### config.mk
export PLATFORM = sky130hd
export DESIGN_NAME = qarctan_arbiter_flat
export DESIGN_NICKNAME = d
export VERILOG_FILES = /design/src/rtl/qarctan_arbiter_if.sv /design/src/rtl/qarctan_arbiter.sv /design/src/flat_wrapper.sv
export SDC_FILE = /design/constraint.sdc
export NUM_CORES = 1
export LEC_CHECK = 0
export ABC_AREA = 0
export CAP_MARGIN = 20
export CORE_AREA = 2 2 121 123
export DETAILED_ROUTE_END_ITERATION = 10
export DIE_AREA = 0 0 123 125
export GPL_TIMING_DRIVEN = 0
export PLACE_DENSITY_LB_ADDON = 0.08
export SLEW_MARGIN = 0
export SYNTH_ARGS = -nofsm -noshare
export SYNTH_HDL_FRONTEND = slang
export SYNTH_SLANG_ARGS = --single-unit
### constraint.sdc
create_clock -name clock_i -period 2.6 [get_ports clock_i]
set_input_delay 0.39 -clock clock_i [delete_from_list [all_inputs] [get_ports clock_i]]
set_output_delay 0.39 -clock clock_i [all_outputs]
set_load 0.01 [all_outputs]
### src/rtl/qarctan_arbiter_if.sv
// Handshake/bus bundle between qarctan_arbiter, its two requester channels and the shared engine.
// Per-channel signals are 2-entry vectors indexed by channel number.
interface qarctan_arbiter_if #(
    parameter int unsigned DATA_WIDTH = 32
);
    logic [1:0]                 ch_y_empty;
    logic [1:0]                 ch_y_rd_en;
    logic [1:0][DATA_WIDTH-1:0] ch_y_dout;
    logic [1:0]                 ch_x_empty;
    logic [1:0]                 ch_x_rd_en;
    logic [1:0][DATA_WIDTH-1:0] ch_x_dout;
    logic [1:0]                 ch_out_wr_en;
    logic [1:0]                 ch_out_full;
    logic [1:0][DATA_WIDTH-1:0] ch_out_din;

    logic                       eng_ina_empty;
    logic                       eng_ina_rd_en;
    logic [DATA_WIDTH-1:0]      eng_ina_dout;
    logic                       eng_inb_empty;
    logic                       eng_inb_rd_en;
    logic [DATA_WIDTH-1:0]      eng_inb_dout;
    logic                       eng_out_wr_en;
    logic                       eng_out_full;
    logic [DATA_WIDTH-1:0]      eng_out_din;

    logic                       proto_err;

    // Arbiter side
    modport master (
        input  ch_y_empty, ch_y_dout, ch_x_empty, ch_x_dout, ch_out_full,
        input  eng_ina_rd_en, eng_inb_rd_en, eng_out_wr_en, eng_out_din,
        output ch_y_rd_en, ch_x_rd_en, ch_out_wr_en, ch_out_din,
        output eng_ina_empty, eng_ina_dout, eng_inb_empty, eng_inb_dout, eng_out_full,
        output proto_err
    );

    // Channel FIFOs and engine side
    modport slave (
        output ch_y_empty, ch_y_dout, ch_x_empty, ch_x_dout, ch_out_full,
        output eng_ina_rd_en, eng_inb_rd_en, eng_out_wr_en, eng_out_din,
        input  ch_y_rd_en, ch_x_rd_en, ch_out_wr_en, ch_out_din,
        input  eng_ina_empty, eng_ina_dout, eng_inb_empty, eng_inb_dout, eng_out_full,
        input  proto_err
    );
endinterface

### src/rtl/qarctan_arbiter.sv
// Round-robin sharing of one qarctan engine between two channels: a one-pair input stage plus
// an in-flight tag FIFO that steers each engine result back to its owner in issue order.
module qarctan_arbiter #(
    parameter int unsigned DATA_WIDTH = 32,
    parameter int unsigned TAG_DEPTH  = 4
) (
    input  logic              clock_i,
    input  logic              reset_ni,
    qarctan_arbiter_if.master bus
);
    localparam int unsigned PtrW = (TAG_DEPTH > 1) ? $clog2(TAG_DEPTH) : 1;
    localparam logic [PtrW:0] PtrOne = {{PtrW{1'b0}}, 1'b1};

    logic                  stage_valid_q, stage_valid_d;
    logic [DATA_WIDTH-1:0] stage_y_q, stage_y_d;
    logic [DATA_WIDTH-1:0] stage_x_q, stage_x_d;
    logic [TAG_DEPTH-1:0]  tag_mem_q, tag_mem_d;
    logic [PtrW:0]         wr_ptr_q, wr_ptr_d;
    logic [PtrW:0]         rd_ptr_q, rd_ptr_d;
    logic                  last_q, last_d;
    logic                  proto_err_q, proto_err_d;

    logic [1:0]            ready;
    logic [PtrW-1:0]       wr_idx, rd_idx;
    logic                  tag_empty, tag_full, head;
    logic                  pop, grant, gnt_ch, out_full, accept, bad_pop;

    assign ready     = ~bus.ch_y_empty & ~bus.ch_x_empty;
    assign wr_idx    = wr_ptr_q[PtrW-1:0];
    assign rd_idx    = rd_ptr_q[PtrW-1:0];
    assign tag_empty = (wr_ptr_q == rd_ptr_q);
    assign tag_full  = (wr_ptr_q[PtrW] != rd_ptr_q[PtrW]) && (wr_idx == rd_idx);
    assign head      = tag_mem_q[rd_idx];

    assign pop      = bus.eng_ina_rd_en & bus.eng_inb_rd_en & stage_valid_q;
    assign bad_pop  = (bus.eng_ina_rd_en ^ bus.eng_inb_rd_en)
                    | ((bus.eng_ina_rd_en | bus.eng_inb_rd_en) & ~stage_valid_q);
    // Reset gates the grant so no channel FIFO is popped while the arbiter is held in reset.
    assign grant    = reset_ni & (~stage_valid_q | pop) & ~tag_full & (|ready);
    assign gnt_ch   = (&ready) ? ~last_q : ready[1];
    assign out_full = tag_empty | bus.ch_out_full[head];
    assign accept   = bus.eng_out_wr_en & ~out_full;

    always_comb begin
        bus.ch_y_rd_en   = '0;
        bus.ch_x_rd_en   = '0;
        bus.ch_out_wr_en = '0;
        bus.ch_out_din   = '0;
        if (grant) begin
            bus.ch_y_rd_en[gnt_ch] = 1'b1;
            bus.ch_x_rd_en[gnt_ch] = 1'b1;
        end
        if (accept) begin
            bus.ch_out_wr_en[head] = 1'b1;
            bus.ch_out_din[head]   = bus.eng_out_din;
        end
        bus.eng_ina_empty = ~stage_valid_q;
        bus.eng_inb_empty = ~stage_valid_q;
        bus.eng_ina_dout  = stage_y_q;
        bus.eng_inb_dout  = stage_x_q;
        bus.eng_out_full  = out_full;
        bus.proto_err     = proto_err_q;
    end

    always_comb begin
        stage_valid_d = stage_valid_q;
        stage_y_d     = stage_y_q;
        stage_x_d     = stage_x_q;
        tag_mem_d     = tag_mem_q;
        wr_ptr_d      = wr_ptr_q;
        rd_ptr_d      = rd_ptr_q;
        last_d        = last_q;
        proto_err_d   = proto_err_q;

        if (grant) begin
            stage_valid_d     = 1'b1;
            stage_y_d         = bus.ch_y_dout[gnt_ch];
            stage_x_d         = bus.ch_x_dout[gnt_ch];
            tag_mem_d[wr_idx] = gnt_ch;
            wr_ptr_d          = wr_ptr_q + PtrOne;
            last_d            = gnt_ch;
        end else if (pop) begin
            stage_valid_d = 1'b0;
        end

        if (accept) begin
            rd_ptr_d = rd_ptr_q + PtrOne;
        end

        if (bad_pop || (bus.eng_out_wr_en && tag_empty)) begin
            proto_err_d = 1'b1;
        end
    end

    // last_q resets to ch1 so that ch0 wins the first contested grant.
    always_ff @(posedge clock_i or negedge reset_ni) begin
        if (!reset_ni) begin
            stage_valid_q <= 1'b0;
            stage_y_q     <= '0;
            stage_x_q     <= '0;
            tag_mem_q     <= '0;
            wr_ptr_q      <= '0;
            rd_ptr_q      <= '0;
            last_q        <= 1'b1;
            proto_err_q   <= 1'b0;
        end else begin
            stage_valid_q <= stage_valid_d;
            stage_y_q     <= stage_y_d;
            stage_x_q     <= stage_x_d;
            tag_mem_q     <= tag_mem_d;
            wr_ptr_q      <= wr_ptr_d;
            rd_ptr_q      <= rd_ptr_d;
            last_q        <= last_d;
            proto_err_q   <= proto_err_d;
        end
    end
endmodule

### src/flat_wrapper.sv
// flat-port wrapper written by rule: the top's interface ports become plain ports
module qarctan_arbiter_flat 
#(
    parameter int unsigned DATA_WIDTH = 32,
    parameter int unsigned TAG_DEPTH  = 4
)
  (clock_i, reset_ni, bus_ch_y_empty, bus_ch_y_dout, bus_ch_x_empty, bus_ch_x_dout, bus_ch_out_full, bus_eng_ina_rd_en, bus_eng_inb_rd_en, bus_eng_out_wr_en, bus_eng_out_din, bus_ch_y_rd_en, bus_ch_x_rd_en, bus_ch_out_wr_en, bus_ch_out_din, bus_eng_ina_empty, bus_eng_ina_dout, bus_eng_inb_empty, bus_eng_inb_dout, bus_eng_out_full, bus_proto_err);
  qarctan_arbiter_if #(.DATA_WIDTH(DATA_WIDTH)) bus_i ();
  input  logic clock_i;
  input  logic reset_ni;
  input wire logic [$bits(bus_i.ch_y_empty)-1:0] bus_ch_y_empty;
  input wire logic [$bits(bus_i.ch_y_dout)-1:0] bus_ch_y_dout;
  input wire logic [$bits(bus_i.ch_x_empty)-1:0] bus_ch_x_empty;
  input wire logic [$bits(bus_i.ch_x_dout)-1:0] bus_ch_x_dout;
  input wire logic [$bits(bus_i.ch_out_full)-1:0] bus_ch_out_full;
  input wire logic [$bits(bus_i.eng_ina_rd_en)-1:0] bus_eng_ina_rd_en;
  input wire logic [$bits(bus_i.eng_inb_rd_en)-1:0] bus_eng_inb_rd_en;
  input wire logic [$bits(bus_i.eng_out_wr_en)-1:0] bus_eng_out_wr_en;
  input wire logic [$bits(bus_i.eng_out_din)-1:0] bus_eng_out_din;
  output wire logic [$bits(bus_i.ch_y_rd_en)-1:0] bus_ch_y_rd_en;
  output wire logic [$bits(bus_i.ch_x_rd_en)-1:0] bus_ch_x_rd_en;
  output wire logic [$bits(bus_i.ch_out_wr_en)-1:0] bus_ch_out_wr_en;
  output wire logic [$bits(bus_i.ch_out_din)-1:0] bus_ch_out_din;
  output wire logic [$bits(bus_i.eng_ina_empty)-1:0] bus_eng_ina_empty;
  output wire logic [$bits(bus_i.eng_ina_dout)-1:0] bus_eng_ina_dout;
  output wire logic [$bits(bus_i.eng_inb_empty)-1:0] bus_eng_inb_empty;
  output wire logic [$bits(bus_i.eng_inb_dout)-1:0] bus_eng_inb_dout;
  output wire logic [$bits(bus_i.eng_out_full)-1:0] bus_eng_out_full;
  output wire logic [$bits(bus_i.proto_err)-1:0] bus_proto_err;
  assign bus_i.ch_y_empty = bus_ch_y_empty;
  assign bus_i.ch_y_dout = bus_ch_y_dout;
  assign bus_i.ch_x_empty = bus_ch_x_empty;
  assign bus_i.ch_x_dout = bus_ch_x_dout;
  assign bus_i.ch_out_full = bus_ch_out_full;
  assign bus_i.eng_ina_rd_en = bus_eng_ina_rd_en;
  assign bus_i.eng_inb_rd_en = bus_eng_inb_rd_en;
  assign bus_i.eng_out_wr_en = bus_eng_out_wr_en;
  assign bus_i.eng_out_din = bus_eng_out_din;
  assign bus_ch_y_rd_en = bus_i.ch_y_rd_en;
  assign bus_ch_x_rd_en = bus_i.ch_x_rd_en;
  assign bus_ch_out_wr_en = bus_i.ch_out_wr_en;
  assign bus_ch_out_din = bus_i.ch_out_din;
  assign bus_eng_ina_empty = bus_i.eng_ina_empty;
  assign bus_eng_ina_dout = bus_i.eng_ina_dout;
  assign bus_eng_inb_empty = bus_i.eng_inb_empty;
  assign bus_eng_inb_dout = bus_i.eng_inb_dout;
  assign bus_eng_out_full = bus_i.eng_out_full;
  assign bus_proto_err = bus_i.proto_err;
  qarctan_arbiter #(.DATA_WIDTH(DATA_WIDTH), .TAG_DEPTH(TAG_DEPTH)) u_core (.clock_i(clock_i), .reset_ni(reset_ni), .bus(bus_i));
endmodule
==> impl_metrics.env <==
export IMPL_run_status="completed"
export IMPL_synth_ff_latch_count=77
export IMPL_seq_power_share=0.291
export IMPL_grt_usage=0.188
export IMPL_relSlewSlack=0.620
export IMPL_hold_violations=0
export IMPL_max_cap_violations=0
export IMPL_routed_wl_um=14700
export IMPL_worst_endpoint_required_ns=2.21
export IMPL_start_kind="flop"
export IMPL_dieWidth_um=123
export IMPL_syn_area_per_cell_um2=12.5
export IMPL_detail_route_first_pass_iterations=4
export IMPL_gp_routability_congestion=0.711
export IMPL_fraction_of_synthesis_flops_using_an_asynchronous_set_or_reset_pin=1.00
export IMPL_internal_power_w=0.00519
export IMPL_bufs_and_invs_on_worst_path=5
export IMPL_yosys_warns=0
export IMPL_pwr_share_comb=0.518
export IMPL_clock_tree_from_tritoncts="done"
export IMPL_peakVddDrop_mv=0.414
export IMPL_cts_htree_levels=3
export IMPL_layout_filler_cells=1256
export IMPL_cts_root_buf="clkbuf_16"
export IMPL_buffer_ports_inserted=308
export IMPL_grt_pass1_wl_um=22300
export IMPL_vias_in_the_first_global_route=4401
export IMPL_reg2reg_depth=8
export IMPL_yosys_top_cells_count="mux2_2, dfrtp_1, and2_1"
export IMPL_total_leakage_power_nw=3.64
export IMPL_critical_path_peak_fanout=12
export IMPL_synth_largest_type_area_fraction=0.433
export IMPL_netlist_instances=350
export IMPL_worstPathCellList="buf_12 -> xor2_4 -> buf_6 -> o311ai_4 -> nor2b_4 -> buf_12 -> and2_4 -> buf_4 -> buf_4"
export IMPL_hpwl_um=11300
export IMPL_clock_skew_ns=0.00328
export IMPL_core_area_um2=14200
export IMPL_p_total_w=0.00751
export IMPL_initial_antenna_violation_count=0
export IMPL_path_depth=9
export IMPL_clkPwrFrac=0.191
export IMPL_worst_setup_path_end_kind="output pin"
export IMPL_mappedNetlistArea_um2=4390
export IMPL_synth_edff_count=0
export IMPL_slowest_stage="dfrtp_2"
export IMPL_cts_buffers_inserted=9
export IMPL_pwr_density_cell_nw_per_um2=907
export IMPL_route_vias_total=4034
export IMPL_core_rowCount=44
export IMPL_initial_core_util=0.309
export IMPL_final_layout_size_suffix_gt1_frac=0.395
export IMPL_power_switching_fraction=0.309
export IMPL_via_per_inst=4.57
export IMPL_ys_seq_area_frac=0.439
export IMPL_die_area_um2=15400
export IMPL_timing_final_crit_share=0.973
export IMPL_diodes=0
export IMPL_detailedRoute_firstIterationViolations=64
export IMPL_post_place_cell_area_um2=7730
export IMPL_post_route_drc_count=0
export IMPL_maxClockFrequency_mhz=395
export IMPL_io_pin_count=309
export IMPL_wl_per_cell_um=16.7
export IMPL_synthToLayoutAreaGrowth_pct=88.6
export IMPL_worstHoldPathType="primary input to async pin"
export IMPL_most_frequent_cell_after_synthesis="mux2_2"
export IMPL_post_route_min_period_ns=2.53
export IMPL_final_design_area_no_fill_um2=8280
export IMPL_drt_antenna_violating_nets=0
export IMPL_ys_top_cells_by_area="dfrtp_1, mux2_2, and2_1, mux2_4, ha_1"
export IMPL_maxSlewViolCount=0
export IMPL_switchingPower_w=0.00232
export IMPL_post_synth_num_cell_types=31
export IMPL_number_of_failing_setup_endpoints_in_the_final_timing_report=0
export IMPL_clk_pin_slew_ns=0.06
export IMPL_main_synth_ff_type="dfrtp_1"
export IMPL_critical_path_top_delay_family="buffers and inverters"
export IMPL_netlist_top_cell_by_area="dfrtp_1"
export IMPL_cts_sinks=77
export IMPL_grt_overflow=0
export IMPL_cts_buffer_depth=2
export IMPL_critPathMaxStageDelay_ns=0.44
export IMPL_data_arrival_critical_path_ns=2.14
export IMPL_mappedNetlistNets=528
export IMPL_grt_start_max_net_pins=29
export IMPL_type_of_the_setup_path_with_the_least_slack="flop to output pin"
export IMPL_final_nets=871
export IMPL_worstSkewPairLatency_ns=0.33
export IMPL_tightestPinTransition_ns=0.570
export IMPL_floorplan_die_height_um=125
## routing by layer
| metal | global-route usage | routed length [µm] | up-vias |
|---|---|---|---|
| met2 | 0.374 | 8280 | 172 |
| met3 | 0.0547 | 1400 | 14 |
| li1 | - | - | 1894 |
| met5 | 0 | 0 | - |
| met1 | 0.179 | 4850 | 1954 |
| met4 | 0.0602 | 215 | 0 |
## repair_timing
action / CTS / global route
setup buffers: 16 / 6
hold buffers: 1 / 0
endpoints found under the hold margin: 22 / 0
gates cloned: 6 / 0
endpoints found under the setup margin: 71 / 31
pin swaps: 8 / 3
gates resized for setup: 299 / 20
## flip-flops by register name, summed over array words and instances, names as in the netlist
name,flops
u_core.bus.eng_ina_dout,32
u_core.bus.eng_inb_dout,32
u_core.bus.proto_err,1
u_core.last_q,1
u_core.rd_ptr_q,3
u_core.stage_valid_q,1
u_core.tag_mem_q,4
u_core.wr_ptr_q,3
## cells in the final DEF (no fill, tap or decap), types with 7 or more instances in the layout
| master | Yosys | layout |
|---|---|---|
| buf_6 | 3 | 11 |
| clkdlybuf4s50_1 | 0 | 236 |
| and2_1 | 66 | 59 |
| ha_1 | 7 | 7 |
| buf_2 | 6 | 59 |
| and2_4 | 0 | 7 |
| buf_4 | 3 | 20 |
| clkbuf_1 | 11 | 7 |
| mux2_2 | 125 | 125 |
| mux2_4 | 7 | 7 |
| clkbuf_16 | 0 | 10 |
| dfrtp_1 | 76 | 71 |
## worst paths after layout
check / startpoint / slack [ns] / end
worst min-delay path: reset_ni / 0.04 / u_core.bus.eng_ina_dout[14]
max in group asynchronous: reset_ni / 1.72 / u_core.bus.eng_inb_dout[13]
worst max register to register: u_core.rd_ptr_q[0] / 0.52 / u_core.bus.eng_ina_dout[1]
worst min register to register: u_core.bus.proto_err / 0.47 / u_core.bus.proto_err
min in group clock_i: u_core.bus.proto_err / 0.47 / u_core.bus.proto_err
worst max-delay path: u_core.rd_ptr_q[0] / 0.07 / bus_ch_y_rd_en[0]
## power by group through the flow
stage / combinational [W] / clock [W] / sequential [W]
detailed placement: 0.00359 / 0 / 0.00216
global route: 0.00415 / 0.00153 / 0.00228
CTS: 0.00386 / 0.00149 / 0.00218
finish: 0.00389 / 0.00144 / 0.00218
global placement: 0.00355 / 0 / 0.00213
floorplan: 0.00136 / 0 / 0.00237
## layout make-up
| type | instances | area [µm²] | area share |
|---|---|---|---|
| clock inverter | 4 | 95.1 | 0.0115 |
| multi-input combinational | 244 | 2430 | 0.294 |
| tap | 184 | 230 | 0.0278 |
| timing repair buffer | 336 | 3160 | 0.382 |
| sequential | 77 | 1930 | 0.234 |
| inverter | 5 | 18.8 | 0.00227 |
| buffer | 20 | 160 | 0.0193 |
| clock buffer | 12 | 246 | 0.0298 |
## metrics by stage
step           hold slack [ns]  utilization  worst slack (ns)  setup TNS (ns)  cells
2_1_floorplan           0.0944            -             0.382               0    350
3_3_place_gp             0.448        0.542             -3.61         -370.35    842
3_5_place_dp             0.322        0.544            -0.810          -31.20    843
4_1_cts                 0.0440        0.578            -0.128          -0.716    880
5_1_grt                 0.0525        0.583          -0.00856         -0.0154    882
6_report                0.0440        0.583            0.0694               0    882
## kinds of logic after synthesis
family / Yosys count / synth area share
compound gates: 13 / 0.0259
xor+xnor: 8 / 0.0160
fa+ha+maj: 7 / 0.0199
buf+inv: 29 / 0.0342
flops: 77 / 0.439
mux: 134 / 0.352
simple gates: 82 / 0.113
(Power assumes the default switching activity.)
